<file path="src/rtl/memgame_pkg.sv">
// Shared types and constants for the memory-game turn sequencer.
package memgame_pkg;

    localparam int unsigned NUM_CARDS = 16;
    localparam int unsigned NUM_PAIRS = 8;

    typedef enum logic [3:0] {
        IDLE    = 4'd0,
        FIRST   = 4'd1,
        SECOND  = 4'd2,
        COMPARE = 4'd3,
        SHOW    = 4'd4,
        DONE    = 4'd5
    } state_t;

    localparam logic [1:0] W_NONE = 2'b00;
    localparam logic [1:0] W_P0   = 2'b01;
    localparam logic [1:0] W_P1   = 2'b10;
    localparam logic [1:0] W_TIE  = 2'b11;

    // Value of card idx from the packed card vector.
    function automatic logic [3:0] card_val(input logic [63:0] cards, input logic [3:0] idx);
        return cards[{idx, 2'b00} +: 4];
    endfunction

    // Winner code from the two final scores.
    function automatic logic [1:0] winner_of(input logic [3:0] s0, input logic [3:0] s1);
        if (s0 > s1)      return W_P0;
        else if (s1 > s0) return W_P1;
        else              return W_TIE;
    endfunction

endpackage

</file>
<file path="src/rtl/turn_timer.sv">
// Loadable down counter; expired is high in the last enabled cycle of a load.
module turn_timer #(
    parameter int unsigned CYCLES = 1
) (
    input  logic clk,
    input  logic rst,
    input  logic load,
    input  logic en,
    output logic expired
);

    localparam int unsigned W = $clog2(CYCLES + 1);
    localparam logic [W-1:0] LOAD_VAL = W'(CYCLES);
    localparam logic [W-1:0] ONE      = W'(1);

    logic [W-1:0] cnt;

    // Count down while enabled; a load always takes priority.
    always_ff @(posedge clk or posedge rst) begin
        if (rst)                     cnt <= '0;
        else if (load)               cnt <= LOAD_VAL;
        else if (en && cnt != '0)    cnt <= cnt - ONE;
    end

    // Not gated by load: the FSM derives load from expired, so gating would close a loop.
    assign expired = en && (cnt == ONE);

endmodule

</file>
<file path="src/rtl/memory_turn_ctrl.sv">
// Two-player turn sequencer for the 16-card memory game.
module memory_turn_ctrl #(
    parameter int unsigned TURN_CYCLES = 500_000_000,
    parameter int unsigned SHOW_CYCLES = 50_000_000
) (
    input  logic        clk,
    input  logic        rst,
    input  logic        start,
    input  logic        sel_valid,
    input  logic [3:0]  sel_idx,
    input  logic [63:0] cards,
    output logic        player,
    output logic [15:0] face_up,
    output logic [15:0] matched,
    output logic [3:0]  score0,
    output logic [3:0]  score1,
    output logic        sel_err,
    output logic        timeout,
    output logic        game_over,
    output logic [1:0]  winner,
    output logic [3:0]  state
);

    import memgame_pkg::*;

    state_t                 state_q, state_d;
    logic                   player_q, player_d;
    logic [NUM_CARDS-1:0]   face_q, face_d, match_q, match_d;
    logic [3:0]             s0_q, s0_d, s1_q, s1_d;
    logic [3:0]             left_q, left_d;
    logic [3:0]             first_q, first_d, second_q, second_d;
    logic                   hit_q, hit_d;
    logic                   err_q, err_d, to_q, to_d;
    logic                   go_q, go_d;
    logic [1:0]             win_q, win_d;

    logic                   turn_load, turn_en, turn_exp;
    logic                   show_load, show_en, show_exp;
    logic                   in_turn, accept1, accept2, cmp_hit;
    logic [NUM_CARDS-1:0]   sel_bit, pair_bits;

    assign in_turn   = (state_q == FIRST) || (state_q == SECOND);
    assign sel_bit   = 16'd1 << sel_idx;
    assign pair_bits = (16'd1 << first_q) | (16'd1 << second_q);
    assign accept1   = (state_q == FIRST) && sel_valid && !match_q[sel_idx] && !face_q[sel_idx];
    assign accept2   = (state_q == SECOND) && sel_valid && (sel_idx != first_q) && !match_q[sel_idx];
    assign cmp_hit   = card_val(cards, first_q) == card_val(cards, second_q);
    assign turn_en   = in_turn;
    assign show_en   = (state_q == SHOW);

    turn_timer #(.CYCLES(TURN_CYCLES)) u_turn_timer (
        .clk     (clk),
        .rst     (rst),
        .load    (turn_load),
        .en      (turn_en),
        .expired (turn_exp)
    );

    turn_timer #(.CYCLES(SHOW_CYCLES)) u_show_timer (
        .clk     (clk),
        .rst     (rst),
        .load    (show_load),
        .en      (show_en),
        .expired (show_exp)
    );

    // State register.
    always_ff @(posedge clk or posedge rst) begin
        if (rst) state_q <= IDLE;
        else     state_q <= state_d;
    end

    // Next-state logic; an accepted selection beats a same-cycle timer expiry.
    always_comb begin
        state_d = state_q;
        case (state_q)
            IDLE, DONE: if (start) state_d = FIRST;
            FIRST: begin
                if (accept1)       state_d = SECOND;
                else if (turn_exp) state_d = FIRST;
            end
            SECOND: begin
                if (accept2)       state_d = COMPARE;
                else if (turn_exp) state_d = FIRST;
            end
            COMPARE: state_d = SHOW;
            SHOW: begin
                if (show_exp) state_d = (hit_q && left_q == '0) ? DONE : FIRST;
            end
            default: state_d = IDLE;
        endcase
    end

    // Next values of the registered outputs and datapath, plus timer loads.
    always_comb begin
        player_d  = player_q;
        face_d    = face_q;
        match_d   = match_q;
        s0_d      = s0_q;
        s1_d      = s1_q;
        left_d    = left_q;
        first_d   = first_q;
        second_d  = second_q;
        hit_d     = hit_q;
        err_d     = in_turn && sel_valid && !accept1 && !accept2;
        to_d      = 1'b0;
        turn_load = 1'b0;
        show_load = 1'b0;
        case (state_q)
            IDLE, DONE: begin
                if (start) begin
                    player_d  = 1'b0;
                    face_d    = '0;
                    match_d   = '0;
                    s0_d      = '0;
                    s1_d      = '0;
                    left_d    = 4'(NUM_PAIRS);
                    hit_d     = 1'b0;
                    turn_load = 1'b1;
                end
            end
            FIRST, SECOND: begin
                if (accept1 || accept2) begin
                    face_d    = face_q | sel_bit;
                    turn_load = 1'b1;
                    if (accept1) first_d  = sel_idx;
                    else         second_d = sel_idx;
                end else if (turn_exp) begin
                    to_d      = 1'b1;
                    face_d    = '0;
                    player_d  = ~player_q;
                    turn_load = 1'b1;
                end
            end
            COMPARE: begin
                hit_d     = cmp_hit;
                show_load = 1'b1;
                if (cmp_hit) begin
                    match_d = match_q | pair_bits;
                    face_d  = face_q & ~pair_bits;
                    left_d  = left_q - 4'd1;
                    if (player_q) s1_d = s1_q + 4'd1;
                    else          s0_d = s0_q + 4'd1;
                end
            end
            SHOW: begin
                if (show_exp) begin
                    if (!hit_q) begin
                        face_d    = face_q & ~pair_bits;
                        player_d  = ~player_q;
                        turn_load = 1'b1;
                    end else if (left_q != '0) begin
                        turn_load = 1'b1;
                    end
                end
            end
            default: ;
        endcase
        go_d  = (state_d == DONE);
        win_d = go_d ? winner_of(s0_d, s1_d) : W_NONE;
    end

    // Datapath and output registers.
    always_ff @(posedge clk or posedge rst) begin
        if (rst) begin
            player_q <= 1'b0;
            face_q   <= '0;
            match_q  <= '0;
            s0_q     <= '0;
            s1_q     <= '0;
            left_q   <= '0;
            first_q  <= '0;
            second_q <= '0;
            hit_q    <= 1'b0;
            err_q    <= 1'b0;
            to_q     <= 1'b0;
            go_q     <= 1'b0;
            win_q    <= W_NONE;
        end else begin
            player_q <= player_d;
            face_q   <= face_d;
            match_q  <= match_d;
            s0_q     <= s0_d;
            s1_q     <= s1_d;
            left_q   <= left_d;
            first_q  <= first_d;
            second_q <= second_d;
            hit_q    <= hit_d;
            err_q    <= err_d;
            to_q     <= to_d;
            go_q     <= go_d;
            win_q    <= win_d;
        end
    end

    assign player    = player_q;
    assign face_up   = face_q;
    assign matched   = match_q;
    assign score0    = s0_q;
    assign score1    = s1_q;
    assign sel_err   = err_q;
    assign timeout   = to_q;
    assign game_over = go_q;
    assign winner    = win_q;
    assign state     = state_q;

endmodule

</file>
<file path="config.mk">
export PLATFORM = sky130hd
export DESIGN_NAME = memory_turn_ctrl
export DESIGN_NICKNAME = d
export VERILOG_FILES = /design/src/rtl/memgame_pkg.sv /design/src/rtl/turn_timer.sv /design/src/rtl/memory_turn_ctrl.sv
export SDC_FILE = /design/constraint.sdc
export NUM_CORES = 1
export LEC_CHECK = 0
export BUFFER_PORTS_ARGS = -buffer_cell sky130_fd_sc_hd__buf_2
export CAP_MARGIN = 20
export CORE_MARGIN = 3
export CORE_UTILIZATION = 40
export DETAILED_ROUTE_END_ITERATION = 16
export PLACE_DENSITY = 0.62
export SLEW_MARGIN = 20
export SYNTH_ARGS = -nofsm -noshare
export SYNTH_HDL_FRONTEND = slang
export SYNTH_HIERARCHICAL = 1
export SYNTH_SLANG_ARGS = --single-unit
</file>
<file path="constraint.sdc">
create_clock -name clk -period 5.1 [get_ports clk]
set_clock_uncertainty 0.1 [all_clocks]
set_input_delay 0.765 -clock clk [delete_from_list [all_inputs] [get_ports clk]]
set_output_delay 0.765 -clock clk [all_outputs]
set_load 0.02 [all_outputs]
</file>
# Word level (Yosys, flattened, before mapping)
# Cells that the tools add are included.
# W data, S select, Z words.
# word_totals
ff_bits	118
in_bits	72
out_inout_bits	50
wordCells	146
# classes
addsub	5
magnitude_cmp	3
n_eq_ne	17
shift	5
n_mux	55
n_bitwise	7
n_reduce_logical	38
# op_table
cell	count
$shiftx A64 B7 Y4	2
$mux W16	7
$pmux W16 S4	1
$mux W29	2
$mux W26	2
$mux W4	13
$or A16 B16 Y16	3
$shl A1 B4 Y16 const A	3
$pmux W16 S2	1
$eq A29 B1 Y1 const B	1
$reduce_bool A29 Y1	1
$sub A29 B1 Y29 const B	1
$eq A26 B1 Y1 const B	1
$reduce_bool A26 Y1	1
$sub A26 B1 Y26 const B	1
$pmux W4 S2	3
$pmux W4 S5	1
$mux W1	17
$and A16 B16 Y16	1
$not A16 Y16	1
$logic_and A1 B1 Y1	14
$eq A4 B3 Y1 const B	3
$ne A2 B2 Y1 const B	6
$reduce_and A6 Y1	2
24 further kinds	42

# Logic depth before layout (Yosys ltp)
# depth
word_depth	9
mapped_depth	18
mapped_depth_nobuf	14

# Modules after synthesis
# The synthesis kept the hierarchy.
# by_module_without_submodules
module	instances	cells_each	area_per_inst_um2	seq_area_each_um2
memory_turn_ctrl	1	467	4744.6	1576.5
turn_timer at u_show_timer	1	177	1746.7	650.6
turn_timer at u_turn_timer	1	175	1729.2	725.7

# Worst setup path after synthesis
# No wires, ideal clock.
# synth_timing
path_kind	input port to flip-flop
from	input sel_idx[0]
to	register u_turn_timer.cnt[11]
setup_ns	0.132
t_arrival_ns	3.642
required_time_ns	4.868
setup_slack_ns	1.226
path_stages	12
n_path_buf	6
path_cell_list	clkbuf_1 -> mux4_2 -> mux4_2 -> nand2b_1 -> or2_1 -> clkbuf_1 -> buf_2 -> clkbuf_1 -> nand4_1 -> clkbuf_1 -> clkbuf_1 -> nor2_1
# synth_between
elab_chain_len	9
word_cells_on_any_way	16
classes_between	eq/ne: 1; mux: 7; reduce/logical: 8
# synth_rtl
item	line_no	rtl
from (decl)	memory_turn_ctrl.sv:10	input logic [3:0] sel_idx,
$bmux W1 S4	memory_turn_ctrl.sv:45, memory_turn_ctrl.sv:46	
$mux W1 (not written as such)	memory_turn_ctrl.sv:45, memory_turn_ctrl.sv:46	
$logic_not A1 Y1	memory_turn_ctrl.sv:45, memory_turn_ctrl.sv:46	
$logic_and A1 B1 Y1 (2 in a row)	memory_turn_ctrl.sv:45	assign accept1 = (state_q == FIRST) && sel_valid && !match_q[sel_idx] && !face_q[sel_idx];
$logic_or A1 B1 Y1 *	memory_turn_ctrl.sv:123	if (accept1 || accept2) begin
$mux W1 *	memory_turn_ctrl.sv:123	
$pmux W1 S3 *	memory_turn_ctrl.sv:109	case (state_q)
named net turn_load	memory_turn_ctrl.sv:37	logic turn_load, turn_en, turn_exp;
$mux W29 / $reduce_bool A2 Y1 (equally long branches)	--	
to (signal assigned)	turn_timer.sv:22	else if (en && cnt != '0) cnt <= cnt - ONE;
to (decl)	turn_timer.sv:16	logic [W-1:0] cnt;
# The timed path passes the listed nets; every way through them passes the cells marked *. The select of a mux whose other input is x is not followed.
# A chain may end at the register's enable or synchronous reset.

# Worst setup path in the final report
# layout_timing
from	register first_q[0]
to	register win_q[0], in the netlist winner[0]
# layout_between
elab_chain_len	8
word_cells_on_any_way	17
classes_between	order compare: 2; eq/ne: 3; shift: 1; mux: 9; reduce/logical: 2
# layout_rtl
item	line_no	rtl
from (decl)	memory_turn_ctrl.sv:31	logic [3:0] first_q, first_d, second_q, second_d;
from (signal assigned)	memory_turn_ctrl.sv:186	first_q <= first_d;
$shiftx A64 B7 Y4	memgame_pkg.sv:23	return cards[{idx, 2'b00} +: 4];
$eq A4 B4 Y1	memory_turn_ctrl.sv:47	assign cmp_hit = card_val(cards, first_q) == card_val(cards, second_q);
$mux W4	memory_turn_ctrl.sv:138	if (cmp_hit) begin
$pmux W4 S2	memory_turn_ctrl.sv:109	
$gt A4 B4 Y1	memgame_pkg.sv:29	else if (s1 > s0) return W_P1;
$mux W1	memgame_pkg.sv:29	
$mux W2	memgame_pkg.sv:28	if (s0 > s1) return W_P0;
$mux W2 *	memory_turn_ctrl.sv:160	win_d = go_d ? winner_of(s0_d, s1_d) : W_NONE;
named net win_d[0]	memory_turn_ctrl.sv:35	logic [1:0] win_q, win_d;
to (signal assigned)	memory_turn_ctrl.sv:192	win_q <= win_d;
to (decl)	memory_turn_ctrl.sv:35	
# The timed path passes the listed nets; every way through them passes the cells marked *.

==> flow_summary.json <==
{
  "run_status": "finished clean",
  "synth_area_leaders": "sky130_fd_sc_hd__dfrtp_1 36%, sky130_fd_sc_hd__mux4_2 9.6%, sky130_fd_sc_hd__nor2_1 3.2%",
  "setup.worst_path.class": "reg -> reg",
  "period_needed_ns": 4.16,
  "num_rows": 51,
  "max_freq_mhz": 240,
  "power.share.clock_pct": 33.6,
  "cts.htree.levels": 4,
  "async_reset_ff_share_pct": 100,
  "tightestPinTransition_ns": 0.870,
  "area_enclosed_by_the_die_boundary_mm2": 0.0223,
  "min-delay-path-class": "in -> async",
  "r2r.worst_path.cells": 14,
  "power.share.switching_pct": 36.2,
  "via_count": 6962,
  "antenna_found_initial": 1,
  "worst_setup_path_end_kind": "register",
  "timing.max_slew.rel_slack_pct": 41.5,
  "synth.cell_area_mm2": 0.00822,
  "rsz0062_at_grt": "no",
  "combinational_share_of_power_pct": 33.8,
  "cts_num_sinks": 118,
  "post_cts_setup_buffer_count": 0,
  "syn2layout_area_growth_pct": 17.1,
  "route.detailed.wl_per_inst_um": 19.0,
  "worstSkewPairLatency_ns": 0.42,
  "post_route_cells_drive_above_1_share_pct": 26.7,
  "groute.layer.met2.usage_pct": 29.5,
  "timing.final.hold_violations": 0,
  "clock_tree.root_cell": "sky130_fd_sc_hd__clkbuf_16",
  "fin_tns_setup_ns": 0,
  "ys.warnings.count": 6,
  "most_area_hungry_cell_type_in_the_yosys_netlist": "sky130_fd_sc_hd__dfrtp_1",
  "cp_max_fo": 14,
  "synth.most_common_cell": "sky130_fd_sc_hd__dfrtp_1",
  "chip_width_um": 149,
  "finalCritPeriodShare_pct": 81.5,
  "ctsLongestPathBuffers": 2,
  "die_y_um": 149,
  "postCtsResizedCells": 0,
  "ys_ff_latch": 118,
  "diodes_inserted": 0,
  "drt-vias-per-instance": 5.86,
  "gp_routability_congestion": 0.835,
  "power.net_switching_uw": 1430,
  "grt_pass1_wl_mm": 35.9,
  "yosysSeqAreaShare_pct": 35.9,
  "cts.reportedPaths.clkPinSlew_ns": 0.06,
  "cp.arrival_ns": 4.41,
  "nets": 994,
  "grt.busiest_layer": "met1",
  "grt_max_degree": 50,
  "cts_stage_hold_buffer_count": 0,
  "synth-edff-count": 0,
  "tritoncts": "built",
  "drtIter0Drc": 507,
  "worstReg2RegStart": "first_q[0]",
  "number_of_top_level_design_ports": 122,
  "grt-ovfl-total": 0,
  "start_util_pct": 41.4,
  "grt_use_total_pct": 20.3,
  "post_synth_most_frequent_cells": "118 x sky130_fd_sc_hd__dfrtp_1, 71 x sky130_fd_sc_hd__nor2_1, 68 x sky130_fd_sc_hd__nand2_1",
  "drtPass1Iterations": 5,
  "peakVddDrop_v": 0.000242,
  "internal_power_uw": 2510,
  "synth.net_count": 903,
  "cts_made_buffers": 17,
  "number_of_global_route_vias_before_repair": 6541,
  "reg2reg_slack_ns": 0.94,
  "critical_path_required_ns": 5.35,
  "rr_endpoint": "winner[0]",
  "total_leakage_power_uw": 0.00408,
  "post-route-drc-count": 0,
  "postRouteWirelength_mm": 22.6,
  "numPortBuffers": 121,
  "syn-mean-instance-area_um2": 10.0,
  "drv.max_cap_violation_count": 0,
  "critPathLaunchType": "register",
  "grtUsageMet3_pct": 5.56,
  "design.core.area_mm2": 0.0198,
  "power.density_mw_per_mm2": 410,
  "place_hpwl_mm": 16.0,
  "total_power_uw": 3940,
  "global_route.usage.met1_pct": 29.9,
  "timing.final.max_slew_violations": 0,
  "yosysTopAreaCellShare_pct": 35.9,
  "netlist_instances": 819,
  "report.final.setup_viol": 0,
  "yosys_most_used_dff": "sky130_fd_sc_hd__dfrtp_1",
  "postRouteAntennaNets": 0,
  "register_share_of_total_power_pct": 32.6,
  "post_synth_num_cell_types": 91
}
## sequential cells by signal (all words and copies together) (netlist names), 2 cells and up
signal and count:
face_up 16, first_q 4, left_q 4, matched 16, score0 4, score1 4
second_q 4, state 4, u_show_timer/cnt 26, u_turn_timer/cnt 29, winner 2
## layout by cell type, fill, tap and decap left out, types with 18 or more instances in the layout
cell type	n
sky130_fd_sc_hd__a22oi_1	27
sky130_fd_sc_hd__buf_2	121
sky130_fd_sc_hd__dfrtp_1	118
sky130_fd_sc_hd__mux2i_1	23
sky130_fd_sc_hd__mux4_2	35
sky130_fd_sc_hd__nand2_1	68
sky130_fd_sc_hd__nand4_1	23
sky130_fd_sc_hd__nor2_1	71
sky130_fd_sc_hd__nor2b_1	38
sky130_fd_sc_hd__o21ai_0	31
sky130_fd_sc_hd__xor2_1	18
## layer usage
layer / vias up / share of wire, %
li1: 3283 / -
met1: 3437 / 47
met2: 218 / 46
met3: 22 / 6.4
met4: 2 / 1.2
met5: - / 0.058
## metrics by stage
stage          util (%)  area (um^2)  std cells  hold slack (ns)  setup WS [ns]
6_report           48.5         9620       1188            0.321          0.942
5_1_grt            48.5         9620       1188            0.365          0.651
4_1_cts            48.5         9620       1188            0.335          0.929
3_5_place_dp       45.2         8980       1156            0.363          0.808
3_3_place_gp       45.2         8980       1156            0.363          0.875
2_1_floorplan         -         8220        819            0.338           1.23
## worst max-delay path by stage
stage,from,to,cells past startpoint
2_1_floorplan,sel_idx[0],u_turn_timer/cnt[11],12
3_3_place_gp,cards[41],winner[0],15
3_5_place_dp,cards[41],winner[0],15
4_1_cts,first_q[0],winner[0],14
5_1_grt,first_q[0],winner[0],14
6_report,first_q[0],winner[0],14
## final cells by class
type / instances / area [um^2]
sequential: 118 / 2950
inverter: 20 / 75.1
tap: 265 / 332
multi-input combinational: 617 / 4900
clock buffer: 19 / 443
timing repair buffer: 136 / 718
clock inverter: 13 / 203
fill: 1873 / 10200
## power groups by stage
stage               clock, uW  sequential [uW]  combinational [uW]
floorplan                   0             1200                1130
global placement            0             1290                1300
detailed placement          0             1300                1310
CTS                      1350             1280                1320
global route             1400             1310                1440
finish                   1320             1280                1330
## kinds of logic after synthesis
kind of cell | count (synthesis) | share of synthesized area, %
simple gates | 325 | 22.6
fa+ha+maj | 12 | 1.83
compound gates | 166 | 15.2
mux | 83 | 16.6
xor+xnor | 30 | 3.29
buf+inv | 84 | 4.54
other cells | 1 | 0.0456
flops | 118 | 35.9
## critical path, stage by stage (launching register included)
cell and delay [ns]:
sky130_fd_sc_hd__dfrtp_1 0.80, sky130_fd_sc_hd__nor2_1 0.26, sky130_fd_sc_hd__a221oi_1 0.51, sky130_fd_sc_hd__a22oi_4 0.10
sky130_fd_sc_hd__xnor2_2 0.21, sky130_fd_sc_hd__nor4_4 0.76, sky130_fd_sc_hd__buf_4 0.26, sky130_fd_sc_hd__a22oi_1 0.09
sky130_fd_sc_hd__nor2b_1 0.18, sky130_fd_sc_hd__ha_1 0.31, sky130_fd_sc_hd__o21ai_0 0.08, sky130_fd_sc_hd__nand2b_1 0.08
sky130_fd_sc_hd__a21oi_1 0.18, sky130_fd_sc_hd__a41oi_1 0.07, sky130_fd_sc_hd__nor2_1 0.10
Note: power is estimated with default switching activity, not from simulation.
